<file path="src/rtl/lsu_multiciclo.sv">
// Load/store unit for the multicycle RISC-V datapath: lane alignment, strobes, load extension, fault reporting.
// Optional watchdog on the memory wait is enabled with `define LSU_TIMEOUT_EN.
module lsu_multiciclo #(
  parameter int XLEN           = 64,
  parameter int ADDR_W         = 64,
  parameter int TIMEOUT_CYCLES = 255
) (
  input  logic                clock,
  input  logic                reset,
  input  logic                req_valid,
  output logic                req_ready,
  input  logic                req_store,
  input  logic [2:0]          funct3,
  input  logic [ADDR_W-1:0]   addr,
  input  logic [XLEN-1:0]     wdata,
  output logic                resp_valid,
  output logic [XLEN-1:0]     rdata,
  output logic [1:0]          fault,
  output logic                mem_req,
  output logic                mem_we,
  output logic [ADDR_W-1:0]   mem_addr,
  output logic [XLEN-1:0]     mem_wdata,
  output logic [XLEN/8-1:0]   mem_wstrb,
  input  logic                mem_ack,
  input  logic [XLEN-1:0]     mem_rdata
);
  localparam int NB   = XLEN / 8;
  localparam int OFFW = $clog2(NB);

  typedef enum logic [1:0] {IDLE, MEM, RESP, ERR} state_t;
  state_t state, next_state;

  logic              store_q;
  logic [2:0]        f3_q;
  logic [ADDR_W-1:0] addr_q;
  logic [XLEN-1:0]   wdata_q;
  logic [XLEN-1:0]   load_q;
  logic [1:0]        cause_q;
  logic [OFFW-1:0]   off_in, off_q;
  logic [2:0]        size_mask, off_ext;
  logic              accept, illegal, misaligned, timeout;

  function automatic logic [NB-1:0] base_strb(input logic [1:0] size);
    logic [7:0] b;
    case (size)
      2'd0:    b = 8'h01;
      2'd1:    b = 8'h03;
      2'd2:    b = 8'h0F;
      default: b = 8'hFF;
    endcase
    return b[NB-1:0];
  endfunction

  // Shift the addressed lane down, keep its width, then sign- or zero-extend.
  function automatic logic [XLEN-1:0] ext_load(input logic [XLEN-1:0] word,
                                               input logic [2:0] f3,
                                               input logic [OFFW-1:0] off);
    logic [XLEN-1:0] shifted, mask;
    logic            sign;
    shifted = word >> {off, 3'b000};
    mask    = '0;
    case (f3[1:0])
      2'd0:    begin mask[7:0]  = '1; sign = shifted[7];      end
      2'd1:    begin mask[15:0] = '1; sign = shifted[15];     end
      2'd2:    begin mask[31:0] = '1; sign = shifted[31];     end
      default: begin mask       = '1; sign = shifted[XLEN-1]; end
    endcase
    if (!f3[2] && sign) return shifted | ~mask;
    return shifted & mask;
  endfunction

  assign accept = req_valid && (state == IDLE);
  assign off_in = addr[OFFW-1:0];
  assign off_q  = addr_q[OFFW-1:0];

  always_comb begin
    illegal = (funct3 == 3'b111) || (req_store && funct3[2]);
    if (XLEN == 32 && (funct3 == 3'b011 || funct3 == 3'b110)) illegal = 1'b1;
    size_mask  = 3'((4'd1 << funct3[1:0]) - 4'd1);
    off_ext    = 3'(off_in);
    misaligned = |(off_ext & size_mask);
  end

`ifdef LSU_TIMEOUT_EN
  localparam int CNT_W = ($clog2(TIMEOUT_CYCLES + 1) > 8) ? $clog2(TIMEOUT_CYCLES + 1) : 8;
  logic [CNT_W-1:0] cnt;

  // Held at zero outside MEM so it starts cleared on every entry.
  always_ff @(posedge clock) begin
    if (reset)              cnt <= '0;
    else if (state != MEM)  cnt <= '0;
    else if (!mem_ack)      cnt <= cnt + 1'b1;
  end

  assign timeout = (state == MEM) && !mem_ack && (cnt == CNT_W'(TIMEOUT_CYCLES - 1));
`else
  assign timeout = 1'b0;
`endif

  always_ff @(posedge clock) begin
    if (reset) state <= IDLE;
    else       state <= next_state;
  end

  always_comb begin
    next_state = state;
    case (state)
      IDLE: if (accept) next_state = (illegal || misaligned) ? ERR : MEM;
      MEM:  if (mem_ack) next_state = RESP;
            else if (timeout) next_state = ERR;
      RESP: next_state = IDLE;
      ERR:  next_state = IDLE;
      default: next_state = IDLE;
    endcase
  end

  // Request and result holding registers; outputs are gated by state so these need no reset.
  always_ff @(posedge clock) begin
    if (accept) begin
      store_q <= req_store;
      f3_q    <= funct3;
      addr_q  <= addr;
      wdata_q <= wdata;
      cause_q <= illegal ? 2'b10 : 2'b01;
    end else if (timeout) begin
      cause_q <= 2'b11;
    end
    if (state == MEM && mem_ack)
      load_q <= store_q ? '0 : ext_load(mem_rdata, f3_q, off_q);
  end

  always_comb begin
    req_ready  = 1'b0;
    resp_valid = 1'b0;
    rdata      = '0;
    fault      = 2'b00;
    mem_req    = 1'b0;
    mem_we     = 1'b0;
    mem_addr   = '0;
    mem_wdata  = '0;
    mem_wstrb  = '0;
    case (state)
      IDLE: req_ready = 1'b1;
      MEM: begin
        mem_req   = 1'b1;
        mem_we    = store_q;
        mem_addr  = {addr_q[ADDR_W-1:OFFW], {OFFW{1'b0}}};
        mem_wdata = wdata_q << {off_q, 3'b000};
        mem_wstrb = store_q ? (base_strb(f3_q[1:0]) << off_q) : '0;
      end
      RESP: begin
        resp_valid = 1'b1;
        rdata      = load_q;
      end
      ERR: begin
        resp_valid = 1'b1;
        fault      = cause_q;
      end
      default: ;
    endcase
  end
endmodule

</file>
<file path="config.mk">
export PLATFORM = sky130hd
export DESIGN_NAME = lsu_multiciclo
export DESIGN_NICKNAME = d
export VERILOG_FILES = /design/src/rtl/lsu_multiciclo.sv
export SDC_FILE = /design/constraint.sdc
export NUM_CORES = 1
export LEC_CHECK = 0
export CORE_AREA = 2 2 157 159
export DETAILED_ROUTE_END_ITERATION = 12
export DIE_AREA = 0 0 159 161
export PLACE_DENSITY = 0.93
export SYNTH_ARGS = -nofsm -noshare
export SYNTH_HDL_FRONTEND = slang
export SYNTH_SLANG_ARGS = --single-unit
export TNS_END_PERCENT = 30
</file>
<file path="constraint.sdc">
create_clock -name clock -period 34.7 [get_ports clock]
set_clock_uncertainty 0.1 [all_clocks]
set_input_delay 6.94 -clock clock [delete_from_list [all_inputs] [get_ports clock]]
set_output_delay 6.94 -clock clock [all_outputs]
set_load 0.005 [all_outputs]
</file>
==> impl_metrics.py, run 1 <==
metrics = {
    "final_layout": {
        "regArea_mm2": 0.00599,
        "instances_no_fill": 1657,
        "syn_to_final_growth_pct": 44.2,
        "nets": 1519,
        "final_cell_area_mm2": 0.0157,
        "drive_gt1_frac": 0.0946,
        "multi_input_area_mm2": 0.00455,
        "fillCellCount": 1798,
    },
    "power_and_ir_drop": {
        "finalPower_mw": 0.644,
        "seq_power_share": 0.456,
        "p_leak_nw": 5.73,
        "power_density_mw_per_mm2": 41.0,
        "p_sw_mw": 0.184,
        "ir_drop_uv": 32.1,
        "cell_internal_pwr_mw": 0.460,
        "power_frac_clock": 0.336,
        "p_sw_frac": 0.286,
        "power_frac_comb": 0.208,
    },
    "setup_path": {
        "cp.required_ns": 27.66,
        "crit_type": "reg -> out",
        "crit_chain": "buf_4, inv_1, nand2_1, nor3_1, a32o_1, clkdlybuf4s50_1",
        "r2r-start": "addr_q[1]$_DFFE_PP_",
        "r2r_end": "load_q[23]$_SDFFCE_PP0P_",
        "max_stage_delay_ns": 1.33,
        "r2r_setup_slack_ns": 30.52,
        "crit_start": "addr_q[1]$_DFFE_PP_",
        "crit_end": "mem_wdata[37]",
        "start_kind": "flip-flop",
        "arrival_ns": 4.66,
        "crit_path_max_fanout": 50,
        "reg2reg_depth": 7,
        "worst_setup_path_end_kind": "primary output",
        "crit_slowest_cell": "nor3_1",
    },
    "cts": {
        "cts_sinks": 200,
        "cts.repair.resized": 0,
        "cts_tree": "built",
        "clk_latency_ns": 0.45,
        "cts_inserted_buffers": 17,
        "ctsHoldBuffers": 0,
        "clockBufferDepth": 2,
        "clk_pin_slew_ns": 0.08,
        "post_cts_buffers": 0,
        "clockRootBuffer": "clkbuf_16",
        "htreeDepth": 4,
    },
    "hold_path": {
        "hp-class": "reg -> reg",
    },
    "detailed_routing": {
        "drt_iter0_markers": 896,
        "postRouteWirelength_um": 37500,
        "drc": 0,
        "ant_nets": 0,
        "drtPass1Iterations": 7,
        "wire_per_inst_um": 22.6,
        "via_per_inst": 5.69,
        "vias": 9430,
    },
    "global_routing": {
        "track_usage": 0.283,
        "overflow": 0,
        "grt.met3_usage": 0.0773,
        "antenna_found_initial": 1,
        "grt_pass1_wl_um": 55400,
        "grt_max_degree": 139,
        "met2_usage": 0.506,
        "grt_util_met1": 0.305,
        "grt.busiest_layer": "met2",
        "grt_pass1_vias": 9572,
    },
    "floorplan": {
        "dieArea_mm2": 0.0256,
        "die_h_um": 161,
        "initial_core_util": 0.455,
        "die_w_um": 159,
        "placementRows": 57,
        "io_pins": 406,
        "fp.coreArea_mm2": 0.0240,
    },
    "synth": {
        "synth_cell_types": 52,
        "synth.most_common_cell": "edfxtp_1",
        "synth_edf_count": 198,
        "ys_ff_latch": 200,
        "synth_area_mm2": 0.0109,
        "synthTopCellsByCount": "198 x edfxtp_1, 149 x and2_1, 85 x nor2_1, 74 x nand2_1, 72 x mux2i_1",
        "ys_seq_area_frac": 0.549,
        "synth_top_area_frac": 0.545,
        "synth.avg_cell_area_um2": 11.3,
        "yosys_most_used_dff": "edfxtp_1",
        "synthCells": 966,
        "async_flop_share": 0,
        "yosys_warnings": 0,
        "ys_top_cells_by_area": "edfxtp_1 55%, and2_1 8.5%, mux2i_1 6.6%",
        "yosysTopAreaCell": "edfxtp_1",
    },
    "sta": {
        "rsz0062_at_grt": "no",
        "fin_tns_setup_ns": 0,
        "final-max-slew-violation-count": 0,
        "worst_pin_slew_ns": 1.45,
        "setup_viol": 0,
        "min_period_over_period": 0.337,
        "slew_headroom": 0.0274,
        "period_minus_slack_ns": 11.70,
        "final_hold_viol_count": 0,
        "fmax_mhz": 85.5,
        "worst_slack_ns": 23.00,
    },
    "placement": {
        "dpl.hpwl_um": 27100,
        "gp_congestion": 0.956,
        "pre_cts_ws_ns": 23.61,
        "io_buffers": 402,
        "dpl.cell_count": 1624,
        "place_area_mm2": 0.0151,
    },
    "status": {
        "outcome": "finished, final reports clean",
    },
    "job": {
        "drv_cap": 0,
    },
}
worst min-delay path by stage:
stage	start	end	slack (ns)	cells after the start
floorplan	state[1]$_SDFFE_PP0P_	state[1]$_SDFFE_PP0P_	0.39	1
global placement	state[1]$_SDFFE_PP0P_	state[1]$_SDFFE_PP0P_	0.47	1
detailed placement	state[1]$_SDFFE_PP0P_	state[1]$_SDFFE_PP0P_	0.47	1
CTS	state[1]$_SDFFE_PP0P_	state[1]$_SDFFE_PP0P_	0.49	1
global route	state[1]$_SDFFE_PP0P_	state[1]$_SDFFE_PP0P_	0.53	1
finish	state[1]$_SDFFE_PP0P_	state[1]$_SDFFE_PP0P_	0.51	1
worst max-delay path: cells and delay by family (launching register included):
family | cells | cell delay (ns)
AND/OR/NAND/NOR | 2 | 2.09
AO/OA/AOI/OAI | 1 | 0.26
buffers and inverters | 3 | 1.49
flip-flops | 1 | 0.37
cells by family after synthesis:
logic type             share of synthesized area
buffers and inverters                     0.0370
other                                   0.000344
multiplexers                               0.124
AND/OR/NAND/NOR                            0.176
AO/OA/AOI/OAI                              0.114
flip-flops                                 0.549
final cells by class:
type                            instances  area share
Antenna cell                            1    0.000159
Clock buffer                           17      0.0271
Clock inverter                         15      0.0133
Inverter                                9     0.00215
Multi-Input combinational cell        678       0.289
Sequential cell                       200       0.381
Tap cell                              324      0.0258
Timing Repair Buffer                  413       0.262
placed cells by master, fill, tap and decap left out, types with 2 or more instances in the layout:
master and count:
a21o_1 2, a31oi_1 7, clkdlybuf4s50_1 402, inv_2 2, clkbuf_16 17, or2_2 8, nand3_1 8, conb_1 3
nor2b_1 18, and2_1 148, and3_1 13, o32ai_1 7, nor2_1 84, nor3_1 5, mux4_2 10, edfxtp_1 198
o21ai_1 14, mux2i_1 72, inv_8 6, a32o_1 8, inv_12 2, nand2b_1 4, o21a_1 2, dfxtp_1 2
o211ai_1 13, a21oi_1 50, buf_4 10, clkinv_8 4, a211oi_1 19, o221a_2 7, inv_1 7, o21ai_2 10
nor3_2 2, o21ai_0 34, mux2_2 34, nand2_1 74, nand4_1 2
layer usage:
layer,wire length [µm],vias up
met3,3380,133
met5,0,-
li1,-,4202
met1,12900,4448
met4,2100,0
met2,19100,647
power groups by stage:
stage | Sequential [mW] | Clock, mW | Combinational [mW]
CTS | 0.293 | 0.217 | 0.133
detailed placement | 0.299 | 0 | 0.132
floorplan | 0.298 | 0 | 0.0678
finish | 0.294 | 0.216 | 0.134
global route | 0.295 | 0.226 | 0.143
global placement | 0.298 | 0 | 0.129
registers in the layout, indices dropped and copies added, names as in the netlist:
signal   count
addr_q      64
load_q      64
wdata_q     64
f3_q         3
cause_q      2
state        2
store_q      1
per-stage QoR:
stage | hold slack (ns) | utilization
after floorplan | 0.392 | -
after global placement | 0.468 | 0.630
after detailed placement | 0.474 | 0.630
after CTS | 0.495 | 0.656
after global routing | 0.533 | 0.656
final | 0.507 | 0.656
No activity file was read; power rests on OpenSTA's default activity.
==> run 2: changes to the inputs <==
--- a/config.mk
+++ b/config.mk
@@ -5,10 +5,10 @@
 export SDC_FILE = /design/constraint.sdc
 export NUM_CORES = 1
 export LEC_CHECK = 0
-export CORE_AREA = 2 2 157 159
+export CORE_MARGIN = 2
+export CORE_UTILIZATION = 41
 export DETAILED_ROUTE_END_ITERATION = 12
-export DIE_AREA = 0 0 159 161
-export PLACE_DENSITY = 0.93
+export PLACE_DENSITY = 0.89
 export SYNTH_ARGS = -nofsm -noshare
 export SYNTH_HDL_FRONTEND = slang
 export SYNTH_SLANG_ARGS = --single-unit
==> constraint.sdc (replaced) <==
create_clock -name clock -period 9.98 [get_ports clock]
set_clock_uncertainty 0.1 [all_clocks]
set_input_delay 1.996 -clock clock [delete_from_list [all_inputs] [get_ports clock]]
set_output_delay 1.996 -clock clock [all_outputs]
set_load 0.005 [all_outputs]
==> run 2 against run 1 <==
Critical path depth grew 1; worst setup slack lost 19 ns; highest routed layer unchanged; via count is 1.2% lower; final cell count increased by 1.2%; worst hold slack better by 0.039 ns; largest power group unchanged.
==> impl_metrics.py, run 2 (synthesis results as in run 1) <==
metrics = {
    "detailed_routing": {
        "wire_per_inst_um": 22.3,
        "vias": 9316,
        "drt_iter0_markers": 1097,
        "ant_nets": 0,
        "via_per_inst": 5.56,
        "drc": 0,
        "postRouteWirelength_um": 37300,
        "drtPass1Iterations": 6,
    },
    "cts": {
        "cts.repair.resized": 0,
        "htreeDepth": 4,
        "post_cts_buffers": 0,
        "cts_tree": "built",
        "clockRootBuffer": "clkbuf_16",
        "clk_pin_slew_ns": 0.08,
        "ctsHoldBuffers": 0,
        "cts_inserted_buffers": 17,
        "cts_sinks": 200,
        "clk_latency_ns": 0.43,
        "clockBufferDepth": 2,
    },
    "power_and_ir_drop": {
        "finalPower_mw": 2.23,
        "p_leak_nw": 5.74,
        "ir_drop_uv": 101,
        "power_density_mw_per_mm2": 141,
    },
    "sta": {
        "worst_pin_slew_ns": 1.18,
        "final-max-slew-violation-count": 0,
        "final_hold_viol_count": 0,
        "min_period_over_period": 0.620,
        "period_minus_slack_ns": 6.19,
        "slew_headroom": 0.213,
        "rsz0062_at_grt": "no",
        "fmax_mhz": 162,
        "fin_tns_setup_ns": 0,
        "setup_viol": 0,
    },
    "global_routing": {
        "grt_pass1_wl_um": 55600,
        "grt_pass1_vias": 9543,
        "grt_max_degree": 85,
        "overflow": 0,
        "track_usage": 0.260,
        "antenna_found_initial": 4,
    },
    "floorplan": {
        "initial_core_util": 0.419,
        "die_h_um": 167,
        "io_pins": 406,
        "die_w_um": 167,
        "placementRows": 59,
        "fp.coreArea_mm2": 0.0261,
        "dieArea_mm2": 0.0279,
    },
    "hold_path": {
        "hp-class": "reg -> reg",
        "min_to": "state[1]$_SDFFE_PP0P_",
        "hold_path_startpoint": "state[1]$_SDFFE_PP0P_",
        "hold_depth": 1,
    },
    "setup_path": {
        "r2r_setup_slack_ns": 5.85,
        "r2r-start": "addr_q[0]$_DFFE_PP_",
        "reg2reg_depth": 8,
        "start_kind": "flip-flop",
        "cp.required_ns": 7.88,
        "crit_path_max_fanout": 75,
        "arrival_ns": 4.09,
        "worst_setup_path_end_kind": "primary output",
        "r2r_end": "load_q[39]$_SDFFCE_PP0P_",
        "crit_type": "reg -> out",
    },
    "final_layout": {
        "reg_top3": "addr_q x64, load_q x64, wdata_q x64",
        "final_cell_mix": "402 x clkdlybuf4s50_1, 198 x edfxtp_1, 148 x and2_1",
        "nets": 1524,
        "fillCellCount": 2039,
        "drive_gt1_frac": 0.0980,
        "syn_to_final_growth_pct": 44.6,
        "fin_util": 0.605,
        "mostFrequentLayoutCell": "clkdlybuf4s50_1",
    },
    "placement": {
        "gp_congestion": 0.982,
        "dpl.hpwl_um": 27300,
        "io_buffers": 402,
    },
    "job": {
        "drv_cap": 0,
    },
    "status": {
        "outcome": "finished, final reports clean",
    },
}
run 2: cell count changes in the layout (fill, tap and decap cells not counted), sizes merged:
cell | previous run | this run
buf | 11 | 16
inv | 18 | 19
diode | 1 | 5
clkinv | 5 | 4
run 2: cell type report:
| type | instances | area, µm² | area share |
|---|---|---|---|
| flip-flops and latches | 200 | 5990 | 0.379 |
| multi-input cells | 678 | 4550 | 0.289 |
| repair buffers | 418 | 4140 | 0.263 |
| clock buffers | 17 | 425 | 0.0270 |
| well taps | 335 | 419 | 0.0266 |
| clock inverters | 15 | 205 | 0.0130 |
| inverters | 9 | 33.8 | 0.00214 |
| diodes | 5 | 12.5 | 0.000793 |
run 2: worst max path at each step:
stage	endpoint	from	slack (ns)
after floorplan	addr_q[0]$_DFFE_PP_	req_valid	2.14
after global placement	mem_wdata[35]	addr_q[1]$_DFFE_PP_	4.42
after detailed placement	mem_wdata[34]	addr_q[1]$_DFFE_PP_	4.32
after CTS	mem_wdata[39]	addr_q[1]$_DFFE_PP_	3.81
after global routing	mem_wdata[34]	addr_q[1]$_DFFE_PP_	3.55
final	mem_wdata[39]	addr_q[1]$_DFFE_PP_	3.79
run 2: layer usage:
layer  global-route usage  up-vias  part of all wire
met5                    0        -                 0
met4                0.121        0             0.040
met3               0.0581       87             0.089
met2                0.475      617              0.53
met1                0.287     4393              0.35
li1                     -     4219                 -
run 2: critical path, cell delays in order, from the launching register on:
cell and delay, ns:
edfxtp_1 0.36, buf_4 0.33, inv_1 0.68, nand2_1 0.72, nor3_1 0.58, buf_4 0.26
a32o_1 0.18, clkdlybuf4s50_1 0.51
run 2: stage by stage:
stage / hold slack [ns] / cell area, µm² / setup WS [ns] / std cells
3_3_place_gp: 0.511 / 15100 / 4.42 / 1640
4_1_cts: 0.553 / 15800 / 3.81 / 1672
6_report: 0.546 / 15800 / 3.79 / 1677
5_1_grt: 0.588 / 15800 / 3.55 / 1676
2_1_floorplan: 0.409 / 10900 / 2.14 / 968
3_5_place_dp: 0.540 / 15100 / 4.32 / 1640
run 2: report_power, final:
group | internal [mW] | total, mW | switching, mW
clock | 0.371 | 0.744 | 0.373
sequential | 0.992 | 1.02 | 0.0286
combinational | 0.236 | 0.466 | 0.230
